**src/rtl/cfg_frame_loader.sv**
```systemverilog
// UART byte-stream framer: SYNC,CMD,LEN,ADDR,payload,CHK -> buffered RAM byte writes or a PC start pulse.
// First wr / pc_start one cycle after the CHK byte; no backpressure, bytes arriving during commit are dropped (overrun).
module cfg_frame_loader #(
  parameter int          MAX_LEN     = 32,
  parameter int          TIMEOUT_CYC = 500000,
  parameter logic [7:0]  SYNC_BYTE   = 8'hA5
) (
  input  logic       clk,
  input  logic       rst,
  input  logic [7:0] rx_data,
  input  logic       rx_valid,
  output logic       wr,
  output logic [7:0] wr_addr,
  output logic [7:0] wr_data,
  output logic       pc_start,
  output logic       frame_ok,
  output logic       err,
  output logic [2:0] err_code,
  output logic       busy
);

  localparam int             IW        = (MAX_LEN > 1) ? $clog2(MAX_LEN) : 1;
  localparam int             TW        = $clog2(TIMEOUT_CYC + 1);
  localparam logic [TW-1:0]  TMO_LAST  = TW'(TIMEOUT_CYC - 1);
  localparam logic [7:0]     MAX_LEN8  = 8'(MAX_LEN);
  localparam logic [7:0]     CMD_WR    = 8'h01;
  localparam logic [7:0]     CMD_START = 8'h02;
  localparam logic [2:0]     E_CHK     = 3'd1;
  localparam logic [2:0]     E_FMT     = 3'd2;
  localparam logic [2:0]     E_RANGE   = 3'd3;
  localparam logic [2:0]     E_TMO     = 3'd4;
  localparam logic [2:0]     E_OVR     = 3'd5;

  typedef enum logic [2:0] {
    S_IDLE, S_CMD, S_LEN, S_ADDR, S_PAYLOAD, S_CHK, S_COMMIT
  } state_t;

  state_t         state_q;
  logic [7:0]     cmd_q;
  logic [7:0]     len_q;
  logic [7:0]     addr_q;
  logic [7:0]     xor_q;
  logic [7:0]     idx_q;
  logic [TW-1:0]  tmo_q;
  logic [7:0]     buf_q [MAX_LEN];

  logic           wr_q;
  logic [7:0]     wr_addr_q;
  logic [7:0]     wr_data_q;
  logic           pc_start_q;
  logic           frame_ok_q;
  logic           err_q;
  logic [2:0]     err_code_q;

  logic           in_frame_d;
  logic           tmo_hit_d;
  logic           len_ok_d;
  logic [8:0]     addr_end_d;
  logic           range_bad_d;
  logic           last_pl_d;
  logic           commit_done_d;
  logic           buf_we_d;
  logic [7:0]     buf_rd_d;

  assign in_frame_d    = (state_q != S_IDLE) && (state_q != S_COMMIT);
  assign tmo_hit_d     = (tmo_q == TMO_LAST);
  assign len_ok_d      = (cmd_q == CMD_WR) ? ((rx_data != 8'd0) && (rx_data <= MAX_LEN8))
                                           : (rx_data == 8'd0);
  assign addr_end_d    = {1'b0, rx_data} + {1'b0, len_q};
  assign range_bad_d   = (cmd_q == CMD_WR) && (addr_end_d > 9'd256);
  assign last_pl_d     = (idx_q == (len_q - 8'd1));
  assign commit_done_d = (idx_q == len_q);
  assign buf_we_d      = (state_q == S_PAYLOAD) && rx_valid;
  assign buf_rd_d      = buf_q[idx_q[IW-1:0]];

  // Payload buffer is plain storage; it is never reset and only read during commit.
  always_ff @(posedge clk) begin
    if (buf_we_d) begin
      buf_q[idx_q[IW-1:0]] <= rx_data;
    end
  end

  always_ff @(posedge clk or posedge rst) begin
    if (rst) begin
      state_q    <= S_IDLE;
      cmd_q      <= '0;
      len_q      <= '0;
      addr_q     <= '0;
      xor_q      <= '0;
      idx_q      <= '0;
      tmo_q      <= '0;
      wr_q       <= 1'b0;
      wr_addr_q  <= '0;
      wr_data_q  <= '0;
      pc_start_q <= 1'b0;
      frame_ok_q <= 1'b0;
      err_q      <= 1'b0;
      err_code_q <= '0;
    end else begin
      wr_q       <= 1'b0;
      pc_start_q <= 1'b0;
      frame_ok_q <= 1'b0;
      err_q      <= 1'b0;

      if (!in_frame_d || rx_valid) begin
        tmo_q <= '0;
      end else begin
        tmo_q <= tmo_q + TW'(1);
      end

      case (state_q)
        S_IDLE: begin
          if (rx_valid && (rx_data == SYNC_BYTE)) begin
            state_q <= S_CMD;
            xor_q   <= '0;
            idx_q   <= '0;
          end
        end
        S_CMD: begin
          if (rx_valid) begin
            cmd_q <= rx_data;
            xor_q <= xor_q ^ rx_data;
            if ((rx_data == CMD_WR) || (rx_data == CMD_START)) begin
              state_q <= S_LEN;
            end else begin
              state_q    <= S_IDLE;
              err_q      <= 1'b1;
              err_code_q <= E_FMT;
            end
          end
        end
        S_LEN: begin
          if (rx_valid) begin
            len_q <= rx_data;
            xor_q <= xor_q ^ rx_data;
            if (len_ok_d) begin
              state_q <= S_ADDR;
            end else begin
              state_q    <= S_IDLE;
              err_q      <= 1'b1;
              err_code_q <= E_FMT;
            end
          end
        end
        S_ADDR: begin
          if (rx_valid) begin
            addr_q <= rx_data;
            xor_q  <= xor_q ^ rx_data;
            if (range_bad_d) begin
              state_q    <= S_IDLE;
              err_q      <= 1'b1;
              err_code_q <= E_RANGE;
            end else if (len_q == 8'd0) begin
              state_q <= S_CHK;
            end else begin
              state_q <= S_PAYLOAD;
            end
          end
        end
        S_PAYLOAD: begin
          if (rx_valid) begin
            xor_q <= xor_q ^ rx_data;
            idx_q <= idx_q + 8'd1;
            if (last_pl_d) begin
              state_q <= S_CHK;
            end
          end
        end
        S_CHK: begin
          if (rx_valid) begin
            if (rx_data != xor_q) begin
              state_q    <= S_IDLE;
              err_q      <= 1'b1;
              err_code_q <= E_CHK;
            end else if (cmd_q == CMD_START) begin
              state_q    <= S_IDLE;
              pc_start_q <= 1'b1;
              frame_ok_q <= 1'b1;
              err_code_q <= '0;
            end else begin
              // First write issues on the CHK edge so commit starts with no bubble.
              state_q   <= S_COMMIT;
              wr_q      <= 1'b1;
              wr_addr_q <= addr_q;
              wr_data_q <= buf_q[0];
              idx_q     <= 8'd1;
            end
          end
        end
        S_COMMIT: begin
          if (rx_valid) begin
            err_q      <= 1'b1;
            err_code_q <= E_OVR;
          end
          if (commit_done_d) begin
            state_q    <= S_IDLE;
            frame_ok_q <= 1'b1;
            if (!rx_valid) begin
              err_code_q <= '0;
            end
          end else begin
            wr_q      <= 1'b1;
            wr_addr_q <= addr_q + idx_q;
            wr_data_q <= buf_rd_d;
            idx_q     <= idx_q + 8'd1;
          end
        end
        default: state_q <= S_IDLE;
      endcase

      // An inter-byte gap that runs out abandons the frame; a byte on the same cycle wins.
      if (in_frame_d && !rx_valid && tmo_hit_d) begin
        state_q    <= S_IDLE;
        tmo_q      <= '0;
        err_q      <= 1'b1;
        err_code_q <= E_TMO;
      end
    end
  end

  assign wr       = wr_q;
  assign wr_addr  = wr_addr_q;
  assign wr_data  = wr_data_q;
  assign pc_start = pc_start_q;
  assign frame_ok = frame_ok_q;
  assign err      = err_q;
  assign err_code = err_code_q;
  assign busy     = (state_q != S_IDLE);

endmodule

```
**config.mk**
```make
export PLATFORM = sky130hd
export DESIGN_NAME = cfg_frame_loader
export DESIGN_NICKNAME = d
export VERILOG_FILES = /design/src/rtl/cfg_frame_loader.sv
export SDC_FILE = /design/constraint.sdc
export NUM_CORES = 1
export LEC_CHECK = 0
export ABC_AREA = 1
export BUFFER_PORTS_ARGS = -buffer_cell sky130_fd_sc_hd__buf_4
export CORE_UTILIZATION = 55
export CTS_BUF_LIST = sky130_fd_sc_hd__clkbuf_8
export DETAILED_ROUTE_END_ITERATION = 6
export GPL_TIMING_DRIVEN = 1
export PLACE_DENSITY = 0.85
export SLEW_MARGIN = 30
export SYNTH_ARGS = -nofsm -noshare
export SYNTH_HDL_FRONTEND = slang
export SYNTH_SLANG_ARGS = --single-unit
```
**constraint.sdc**
```tcl
create_clock -name clk -period 2.5 [get_ports clk]
set_clock_uncertainty 0.15 [all_clocks]
set_input_delay 0.125 -clock clk [delete_from_list [all_inputs] [get_ports clk]]
set_output_delay 0.125 -clock clk [all_outputs]
set_load 0.03 [all_outputs]
```
**After elaboration in Yosys (flattened, before gate mapping)**

Memory sizes are Yosys's and may differ from the RTL's.
Index checks and enable logic that the tools add are counted.

- Reduce and logical (&&, ||, !) cells: 29
- Magnitude comparators: 2
- Bitwise gates (word level): 1
- Equal/unequal tests: 35
- Add/subtract/negate cells: 5
- Mux-type cells: 76

Operator list:

| kind | number |
|---|---|
| two-way mux 8 bit | 15 |
| two-way mux 3 bit | 25 |
| case mux 8 bit (2 select lines) | 3 |
| two-way mux 19 bit | 2 |
| case mux 8 bit (4 select lines) | 1 |
| inequality test 3 bit, second input constant | 10 |
| two-way mux 1 bit | 23 |
| case mux 3 bit (7 select lines) | 1 |
| adder 19 x 1 -> 19 bit, second input constant | 1 |
| equality test 19 bit, second input constant | 1 |
| equality test 8 x 1 -> 1 bit, second input constant | 2 |
| equality test 8 x 2 -> 1 bit, second input constant | 2 |
| equality test 8 bit | 2 |
| logical NOT 8 bit | 2 |
| case mux 3 bit (5 select lines) | 1 |
| inequality test 2 bit, second input constant | 6 |
| adder 8 x 8 -> 9 bit | 1 |
| equality test 3 bit, second input constant | 3 |
| > comparator 9 bit, second input constant | 1 |
| AND reduction 9 bit | 1 |
| adder 8 x 1 -> 8 bit, second input constant | 1 |
| adder 8 bit | 1 |
| equality test 8 bit, second input constant | 1 |
| <= comparator 8 x 6 -> 1 bit, second input constant | 1 |
| 26 further kinds | 41 |

- Memories kept: 1
- Output and inout port bits: 24
- Word-level logic and storage cells: 163
- Register bits: 85
- Bits of input ports: 11
- Bits in writable memories: 256

Memories:

| memory | words | bits a word | read ports | clocked after memory_dff | write ports | RTL line | source |
|---|---|---|---|---|---|---|---|
| buf_q | 32 | 8 | 2 | 0 | 1 | 45 | `logic [7:0] buf_q [MAX_LEN];` |

**Longest topological paths before layout**

Gate-level depths: netlist of run 1.

- Depth after elaboration: 7
- Mapped depth: 15
- Depth with buffers taken out: 15

**Worst setup path before layout of run 1**

No wires, ideal clock.

- Path type: reg2reg
- From: reg idx_q[1]
- To: reg wr_addr_q[6], in the netlist wr_addr[6]
- Data required time: 2.227 ns
- Arrival time: 2.056 ns
- Library setup time: 0.123 ns
- Path slack: 0.171 ns
- Cell stages (with the launch flop): 12
- Clock period less this slack: 2.329 ns
- Path buffers: 2
- Cell sequence: dfrtp_1 -> inv_1 -> clkbuf_1 -> clkbuf_1 -> fa_1 -> o21ai_0 -> a21oi_1 -> nor2_1 -> nor2_1 -> xnor2_1 -> nor2_1 -> o21ai_1

- Longest elaborated chain between the ends: 3
- Elaborated cells on any way between the ends: 6
- Those cells by class: 1 x add/sub; 2 x eq/ne; 2 x mux; 1 x reduce/logical

Ends and longest elaborated chain:

| element | RTL line | source |
|---|---|---|
| start: declaration | 43 | `logic [7:0] idx_q;` |
| start signal: assignment | 163 | `idx_q <= idx_q + 8'd1;` |
| start signal: assignment | 205 | `idx_q <= idx_q + 8'd1;` |
| adder 8 bit or equality test 8 bit (tied branches) | 203, 72 |  |
| two-way mux 8 bit or inequality test 2 bit (tied branches) | n/a |  |
| case mux 8 bit (2 select lines) or AND reduction 5 bit (tied branches) | n/a |  |
| end signal: assignment | 184 | `wr_addr_q <= addr_q;` |
| end signal: assignment | 203 | `wr_addr_q <= addr_q + idx_q;` |
| end: declaration | 48 | `logic [7:0] wr_addr_q;` |

Several ways; a longest one is shown, not always the timed one. The select of a mux whose other input is x is not followed.
A chain may end at the register's enable or synchronous reset.

**Worst setup path after layout of run 1**

- From: reg state_q[0]
- To: mem buf_q[16][2], enable pin

- Longest elaborated chain between the ends: 4

Ends and longest elaborated chain:

| element | RTL line | source |
|---|---|---|
| start: declaration | 38 | `state_t state_q;` |
| start signal: assignment | 85 | `state_q <= S_IDLE;` |
| start signal: assignment | 114 | `state_q <= S_CMD;` |
| start signal: assignment | 124 | `state_q <= S_LEN;` |
| equality test 3 bit | 73 | `assign buf_we_d = (state_q == S_PAYLOAD) && rx_valid;` |
| logical AND 1 bit | 73 |  |
| two-way mux 1 bit | 78 | `if (buf_we_d) begin` |
| two-way mux 1 bit (not written as such) | 79 | `buf_q[idx_q[IW-1:0]] <= rx_data;` |
| end: declaration | 45 |  |

Every way passes these cells.

==> flow_summary.json, run 1 <==
{
  "start_util": 0.566,
  "synth_ff_type": "edfxtp_1",
  "rsz0062_at_grt": "yes",
  "yosysUniqueCellTypes": 44,
  "drc": 0,
  "cts_sinks": 341,
  "die_x_um": 169,
  "ir_worst_vdd_uv": 362,
  "synth_top_area_cell": "edfxtp_1",
  "final_cell_mix": "256 x edfxtp_1, 245 x nor2_1, 218 x nand2_1",
  "violations": "negative setup slack",
  "hold_depth": 2,
  "yosysSeqAreaShare": 0.638,
  "max_slew_margin": 0.570,
  "syn2layout_area_growth_pct": 14.1,
  "tightest_slew_ps": 643,
  "io_buffer_count": 34,
  "pin_count": 35,
  "core_area_sq_mm": 0.0272,
  "critical_path_class": "reg -> reg",
  "async_flop_share": 0.249,
  "power_uw": 12100,
  "clkTransAtPathRegs_ps": 60,
  "post-route-util": 0.646,
  "detailroute.via_count": 11500,
  "post-cts-setup-buffer-count": 0,
  "syn_area_per_cell_sq_um": 10.6,
  "fin_crit_sh": 1.01,
  "ant_nets": 0,
  "post-place-ws_ps": 66.1,
  "fin_nets": 1612,
  "clockBufferDepth": 3,
  "hp-class": "in -> reg",
  "netlist_area_sq_mm": 0.0154,
  "fin_area_sq_mm": 0.0176,
  "max_freq_mhz": 394,
  "drive_above_1_share": 0.141,
  "outcome": "finished, violations left",
  "fillers": 1997,
  "gp_congestion": 0.976,
  "max_cap_viol_count": 0,
  "synth_top_area_share": 0.500,
  "yosysWarnings": 0,
  "synth_seq_cells": 341,
  "die_area_sq_mm": 0.0287,
  "antenna_cells": 0,
  "wl_per_cell_um": 19.1,
  "p_per_area_mw_per_mm2": 691,
  "period_minus_slack_ps": 2540,
  "hold_viol": 0,
  "grt_pass1_vias": 11200,
  "wl_um": 37900,
  "slew_viol_final": 0,
  "cts_tree": "done",
  "place_hpwl_um": 25100,
  "h-tree-depth": 2,
  "antenna_found_initial": 0,
  "grt_usage": 0.269,
  "final_common_cell": "edfxtp_1",
  "numCtsBuffers": 51,
  "grt_first_pass_wirelength_um": 59300,
  "synth.area.top_cells": "edfxtp_1 50%, dfrtp_1 14%, nor2_1 6.0%",
  "setup_violations": 8,
  "fp-row-count": 60,
  "synth_edf_count": 256,
  "cp.arrival_ps": 2680,
  "overflow": 0,
  "leakagePower_uw": 0.00684,
  "clock_latency_ps": 580,
  "dr.first_iter.drc_count": 1359,
  "die_y_um": 169,
  "cp.required_ps": 2640,
  "syn-num-nets": 1490,
  "clockRootBuffer": "clkbuf_8",
  "place_area_sq_mm": 0.0165,
  "startpoint_type": "register",
  "syn_inst": 1456,
  "cp-end-kind": "register",
  "via_per_inst": 5.82,
  "reg2reg_depth": 8,
  "whs_ps": 281,
  "worst_slack_ps": -36.3,
  "firstDrtPassIters": 5,
  "grt_max_degree": 71,
  "path_max_fanout": 8
}
## repair_timing
item / in CTS / in global routing
hold buffers: 11 / 0
endpoints found under the setup margin: 0 / 196
hold endpoints to repair: 223 / 0
gates resized for setup: 0 / 3
## synthesized netlist by cell type (4+ instances only)
master / count
nand4_1: 25
ha_1: 21
edfxtp_1: 256
xnor2_1: 21
inv_1: 87
o22ai_1: 65
nand3_1: 50
o21ai_0: 164
nor3_1: 12
dfrtp_1: 85
o21a_1: 5
a21oi_1: 30
buf_6: 8
nor2_1: 245
nand2_1: 221
or2_2: 5
nor2_2: 6
o211ai_1: 12
o21ai_1: 14
clkbuf_1: 33
nand2_2: 4
buf_2: 17
nand3b_1: 13
xor2_1: 15
inv_2: 8
a31oi_1: 6
## cell families after synthesis
group                    count (synthesis)  share of synthesized area
AO/OA/AOI/OAI                          303                      0.109
XOR/XNOR                                37                     0.0215
adder cells (fa/ha/maj)                 23                     0.0197
buffers and inverters                  156                     0.0441
flip-flops                             341                      0.638
AND/OR/NAND/NOR                        596                      0.168
## registers in the layout (all words and copies together) (netlist names)
name      flops
addr_q        8
buf_q       256
cmd_q         8
err           1
err_code      3
frame_ok      1
idx_q         8
len_q         8
pc_start      1
state_q       3
tmo_q        19
wr            1
wr_addr       8
wr_data       8
xor_q         8
## metal layers
layer	vias to the layer above	part of all wire	global-route usage
li1	5328	-	-
met1	5475	0.39	0.356
met2	640	0.48	0.449
met3	101	0.094	0.0485
met4	0	0.029	0.0956
met5	-	0	0
## per-stage QoR
stage / instances / setup TNS, ps
3_5_place_dp: 1886 / 0
5_1_grt: 1985 / -11500
6_report: 1985 / -271
3_3_place_gp: 1886 / 0
4_1_cts: 1985 / 0
2_1_floorplan: 1456 / 0
## area by class of cell
cell class | instances | area, sq um | share of cell area
Tap cell | 372 | 465 | 0.0265
Clock buffer | 58 | 798 | 0.0455
Inverter | 97 | 374 | 0.0213
Multi-Input combinational cell | 959 | 4900 | 0.279
Clock inverter | 30 | 133 | 0.00755
Sequential cell | 341 | 9820 | 0.559
Timing Repair Buffer | 128 | 1060 | 0.0606
## where the power goes
part / total, uW / switching (uW) / internal [uW]
Combinational: 1550 / 1030 / 526
Sequential: 6390 / 121 / 6270
Clock: 4180 / 2070 / 2110
Total: 12100 / 3220 / 8910
## worst max-delay path: stages (launching register included)
cell     delay (ps)
dfrtp_1         390
nor2_2          190
inv_2           100
nor2_1          130
inv_1           110
nor2_1          270
nand2_1         400
nor2_1          320
buf_4           190
## worst paths after layout
kind                                 start           end  slack, ps
worst max-delay path            state_q[0]  buf_q[16][2]        -40
worst min-delay path            rx_data[5]   buf_q[7][5]        280
worst max register to register  state_q[0]  buf_q[16][2]        -40
worst min register to register   tmo_q[18]     tmo_q[18]        330
max in group asynchronous              rst      cmd_q[1]       1010
min in group asynchronous              rst      idx_q[5]        520
(Power assumes the default switching activity.)
==> run 2: changes to the inputs <==
--- a/config.mk
+++ b/config.mk
@@ -7,11 +7,11 @@
 export LEC_CHECK = 0
 export ABC_AREA = 1
 export BUFFER_PORTS_ARGS = -buffer_cell sky130_fd_sc_hd__buf_4
-export CORE_UTILIZATION = 55
+export CORE_UTILIZATION = 59
 export CTS_BUF_LIST = sky130_fd_sc_hd__clkbuf_8
 export DETAILED_ROUTE_END_ITERATION = 6
 export GPL_TIMING_DRIVEN = 1
-export PLACE_DENSITY = 0.85
+export PLACE_DENSITY = 0.9
 export SLEW_MARGIN = 30
 export SYNTH_ARGS = -nofsm -noshare
 export SYNTH_HDL_FRONTEND = slang
==> run 2 against run 1 <==
Compared with the run above: the run now ends clean; cell area increased by 0.61%; total power grew 3.2%; register-to-register slack improved by 80 ps; via count increased by 3.9%; count of clock-buffer cells in the layout shrank 2; first-iteration DRC count rose by 29%; sequential cell count unchanged; utilization up 4.9 points; sequential share of layout area shrank 0.34 points; largest cell class unchanged.
==> flow_summary.json, run 2 (synthesis results as in run 1) <==
{
  "outcome": "completed",
  "r2r_setup_slack_ps": 40,
  "largest_register_ffs": 256,
  "max_cap_viol_count": 0,
  "slew_viol_final": 0,
  "cp.required_ps": 2820,
  "core_area_sq_mm": 0.0254,
  "clock_latency_ps": 610,
  "start_util": 0.606,
  "fin_crit_sh": 0.984,
  "wl_met3_um": 4280,
  "critical_path_class": "reg -> reg",
  "grt_max_degree": 71,
  "crit_cells": 13,
  "grt_first_pass_wirelength_um": 61900,
  "path_max_fanout": 4,
  "wl_um": 40200,
  "h-tree-depth": 2,
  "final_common_cell": "edfxtp_1",
  "wl_met1_um": 14600,
  "crit_start": "len_q[0]",
  "r2r-start": "len_q[0]",
  "top_layer": "met4",
  "fp-row-count": 58,
  "wl_per_cell_um": 20.5,
  "gp_congestion": 0.954,
  "detailroute.via_count": 12000,
  "cp.arrival_ps": 2780,
  "ir_worst_vdd_uv": 424,
  "place_hpwl_um": 25600,
  "leakagePower_uw": 0.00689,
  "drc": 0,
  "clockRootBuffer": "clkbuf_8",
  "syn2layout_area_growth_pct": 14.8,
  "max_slew_margin": 0.690,
  "grt_pass1_vias": 11700,
  "drive_above_1_share": 0.146,
  "numCtsBuffers": 53,
  "cts_sinks": 341,
  "io_buffer_count": 34,
  "power_uw": 12500,
  "clkTransAtPathRegs_ps": 60,
  "final_cell_mix": "256 x edfxtp_1, 242 x nor2_1, 216 x nand2_1",
  "overflow": 0,
  "fin_nets": 1617,
  "clockBufferDepth": 3,
  "dr.first_iter.drc_count": 1757,
  "cp-end-kind": "register",
  "setup_violations": 0,
  "slowest_delay_ps": 430,
  "die_y_um": 164,
  "fin_area_sq_mm": 0.0177,
  "via_per_inst": 6.13,
  "die_x_um": 164,
  "period_minus_slack_ps": 2460,
  "die_area_sq_mm": 0.0267,
  "place_area_sq_mm": 0.0165,
  "tightest_slew_ps": 465,
  "cts_tree": "done",
  "max_freq_mhz": 406,
  "pin_count": 35,
  "firstDrtPassIters": 7,
  "grt_usage": 0.305,
  "antenna_cells": 0,
  "p_per_area_mw_per_mm2": 709,
  "ant_nets": 0,
  "met2WireLength_um": 19400,
  "reg2reg_depth": 13,
  "antenna_found_initial": 0,
  "hp-class": "in -> reg",
  "slowest_stage": "fa_1",
  "r2r_end": "err_code[0]",
  "cp_cell_sequence": "ha_4 > fa_1 > or2_2 > nor2_2 > nand3_1 > nor2_2 > nand3_2 > nand2_4 > nand2_4 > nand2_2 > nand2_1 > nand2_1 > nor2_1",
  "critPathCapture": "err_code[0]",
  "hold_viol": 0,
  "cp_top_family": "simple AND/OR/NAND/NOR gates",
  "startpoint_type": "register",
  "whs_ps": 282,
  "cp_num_buf_inv": 0
}
==> run 2: layout make-up <==
class | instances | area (sq um)
multi-input cells | 959 | 4940
clock inverters | 42 | 250
well taps | 330 | 413
clock buffers | 56 | 771
flip-flops and latches | 341 | 9820
repair buffers | 131 | 1090
inverters | 97 | 374
fillers | 1649 | 7740
==> run 2: timing repair <==
item | CTS | global route
gates resized for setup | 1 | 14
setup buffers | 0 | 1
endpoints found under the hold margin | 183 | 0
setup endpoints to repair | 5 | 118
hold buffers | 12 | 0
pin swaps | 0 | 3
==> run 2: how the worst min path moves through the flow <==
stage | from | to | cells past startpoint
CTS | rx_data[5] | buf_q[6][5] | 2
detailed placement | rst | wr_data[3] | 2
global placement | rst | wr_data[7] | 2
floorplan | rx_data[0] | buf_q[0][0] | 0
global route | rx_data[5] | buf_q[6][5] | 2
finish | rx_data[5] | buf_q[6][5] | 2
==> run 2: per-stage QoR <==
stage / TNS, ps / instances / util / setup slack, ps
floorplan: 0 / 1456 / - / 31.5
global placement: 0 / 1845 / 0.648 / 54.5
detailed placement: -9.50 / 1845 / 0.648 / -9.50
CTS: -0.221 / 1955 / 0.693 / -0.0917
global route: -88.7 / 1956 / 0.695 / -42.1
finish: 0 / 1956 / 0.695 / 39.0
==> run 2: power breakdown <==
| group | leakage [uW] | internal (uW) | switching (uW) |
|---|---|---|---|
| Sequential | 0.00342 | 6270 | 125 |
| Combinational | 0.00289 | 514 | 1060 |
| Clock | 0.000574 | 2380 | 2160 |
| Total | 0.00689 | 9170 | 3350 |
==> run 2: routing by layer <==
layer,up-vias,track usage
met5,-,0
met4,0,0.145
met3,163,0.0559
met2,814,0.501
met1,5672,0.392
li1,5347,-
==> run 3: changes to the inputs <==
--- a/config.mk
+++ b/config.mk
@@ -11,6 +11,7 @@
 export CTS_BUF_LIST = sky130_fd_sc_hd__clkbuf_8
 export DETAILED_ROUTE_END_ITERATION = 6
 export GPL_TIMING_DRIVEN = 1
+export MAX_ROUTING_LAYER = met4
 export PLACE_DENSITY = 0.9
 export SLEW_MARGIN = 30
 export SYNTH_ARGS = -nofsm -noshare
==> run 3 against run 2 <==
Compared with the run above: the run now ends with negative setup slack left; largest cell class unchanged; maximum frequency decreased by 3.1%; sequential cell count stayed put; cell area is 0.40% lower; highest routed layer unchanged; hold slack got worse by 260 ps; non-clock buffer count decreased by 2; largest power group unchanged; final cell count is 0.10% lower; first-iteration DRC count increased by 4.8%.
==> flow_summary.json, run 3 (synthesis results as in run 1) <==
{
  "drc": 0,
  "dr.first_iter.drc_count": 1841,
  "cts_sinks": 341,
  "syn2layout_area_growth_pct": 14.3,
  "final_common_cell": "edfxtp_1",
  "ir_worst_vdd_uv": 486,
  "met2_usage": 0.488,
  "fin_nets": 1614,
  "clockRootBuffer": "clkbuf_8",
  "largest_register_ffs": 256,
  "fillers": 1688,
  "fin_crit_sh": 1.02,
  "grt_usage": 0.308,
  "fp-row-count": 58,
  "hp-class": "in -> async",
  "drive_above_1_share": 0.143,
  "die_y_um": 164,
  "slew_viol_final": 0,
  "wl_um": 39200,
  "wl_per_cell_um": 20.1,
  "grt_util_met1": 0.390,
  "core_area_sq_mm": 0.0254,
  "hold_viol": 0,
  "ant_nets": 0,
  "antenna_found_initial": 0,
  "path_max_fanout": 8,
  "setup_violations": 29,
  "clock_latency_ps": 600,
  "use_met3": 0.0531,
  "tightest_slew_ps": 693,
  "outcome": "finished, violations left",
  "whs_ps": 21.4,
  "grt_busiest_layer": "met2",
  "die_x_um": 164,
  "max_cap_viol_count": 0,
  "slowest_delay_ps": 390,
  "period_minus_slack_ps": 2540,
  "cts_tree": "done",
  "max_slew_margin": 0.538,
  "final_cell_mix": "256 x edfxtp_1, 245 x nor2_1, 218 x nand2_1",
  "place_hpwl_um": 25400,
  "start_util": 0.606,
  "post-place-ws_ps": -6.49,
  "grt_pass1_vias": 11600,
  "antenna_cells": 0,
  "h-tree-depth": 2,
  "clkTransAtPathRegs_ps": 60,
  "io_buffer_count": 34,
  "firstDrtPassIters": 6,
  "overflow": 0,
  "leakagePower_uw": 0.00688,
  "startpoint_type": "register",
  "detailroute.via_count": 11900,
  "p_per_area_mw_per_mm2": 702,
  "cp.arrival_ps": 2670,
  "slowest_stage": "dfrtp_1",
  "critical_path_class": "reg -> reg",
  "grt_first_pass_wirelength_um": 60900,
  "rsz0062_at_grt": "yes",
  "worst_slack_ps": -39.8,
  "cp_cell_sequence": "nor2_2 > inv_2 > nor2_1 > inv_1 > nor2_1 > nand2_1 > nor2_1 > buf_4",
  "die_area_sq_mm": 0.0267,
  "cp-end-kind": "register",
  "violations": "negative setup slack",
  "gp_congestion": 0.975,
  "clockBufferDepth": 3,
  "grt_max_degree": 71,
  "numCtsBuffers": 52,
  "pin_count": 35,
  "via_per_inst": 6.08,
  "reg2reg_depth": 8,
  "max_freq_mhz": 394,
  "path_common_cell": "nor2_1",
  "cp.required_ps": 2630
}
-- run 3: cell count changes in the layout (fill, tap and decap cells not counted), sizes merged --
cell         before  now
inv             107  113
clkinv           29   24
clkbuf           56   54
clkinvlp          0    2
dlygate4sd3      12   10
bufinv            3    2
-- run 3: repair_timing --
item,4_1_cts,5_1_grt
hold endpoints to repair,278,0
endpoints found under the setup margin,6,113
hold buffers,10,0
setup buffers,0,1
cloned,0,0
pin swaps,0,5
gates resized for setup,0,6
-- run 3: layout make-up --
type,instances,area (sq um),share of cell area
timing repair buffer,129,1080,0.0614
sequential,341,9820,0.558
multi-input combinational,959,4910,0.279
clock inverter,44,248,0.0141
clock buffer,54,743,0.0422
tap,330,413,0.0235
inverter,97,374,0.0213
-- run 3: critical path, delay by kind of cell (launching register included) --
family        cells  cell delay, ps
buf+inv           3             400
flops             1             390
simple gates      5            1310
-- run 3: through the flow --
step	instances	setup TNS, ps	utilization	power (uW)	area (sq um)
after floorplan	1456	0	-	7560	15400
after global placement	1845	0	0.649	7930	16500
after detailed placement	1845	-6.49	0.649	8010	16500
after CTS	1953	-19.4	0.692	12300	17600
after global routing	1954	-6820	0.693	12800	17600
final	1954	-589	0.693	12300	17600
-- run 3: metal layers --
metal / vias to the layer above / wire, um
met5: - / 0
met1: 5603 / 14400
met3: 139 / 4370
li1: 5348 / -
met4: 0 / 1660
met2: 794 / 18800
-- run 3: final timing paths --
| check | start | endpoint | slack [ps] |
|---|---|---|---|
| setup / recovery | state_q[0] | buf_q[5][4] | -40 |
| hold / removal | rst | wr_data[7] | 20 |
| setup reg to reg | state_q[0] | buf_q[5][4] | -40 |
| hold reg to reg | tmo_q[0] | tmo_q[0] | 320 |
| max in group asynchronous | rst | state_q[1] | 1490 |
| min in group clk | rx_data[6] | buf_q[5][6] | 270 |
-- run 3: power breakdown --
part | switching, uW | total (uW) | internal (uW) | leakage [uW]
Clock | 2170 | 4400 | 2230 | 0.000573
Combinational | 1040 | 1550 | 509 | 0.00289
Sequential | 123 | 6400 | 6270 | 0.00342
Total | 3330 | 12300 | 9010 | 0.00688
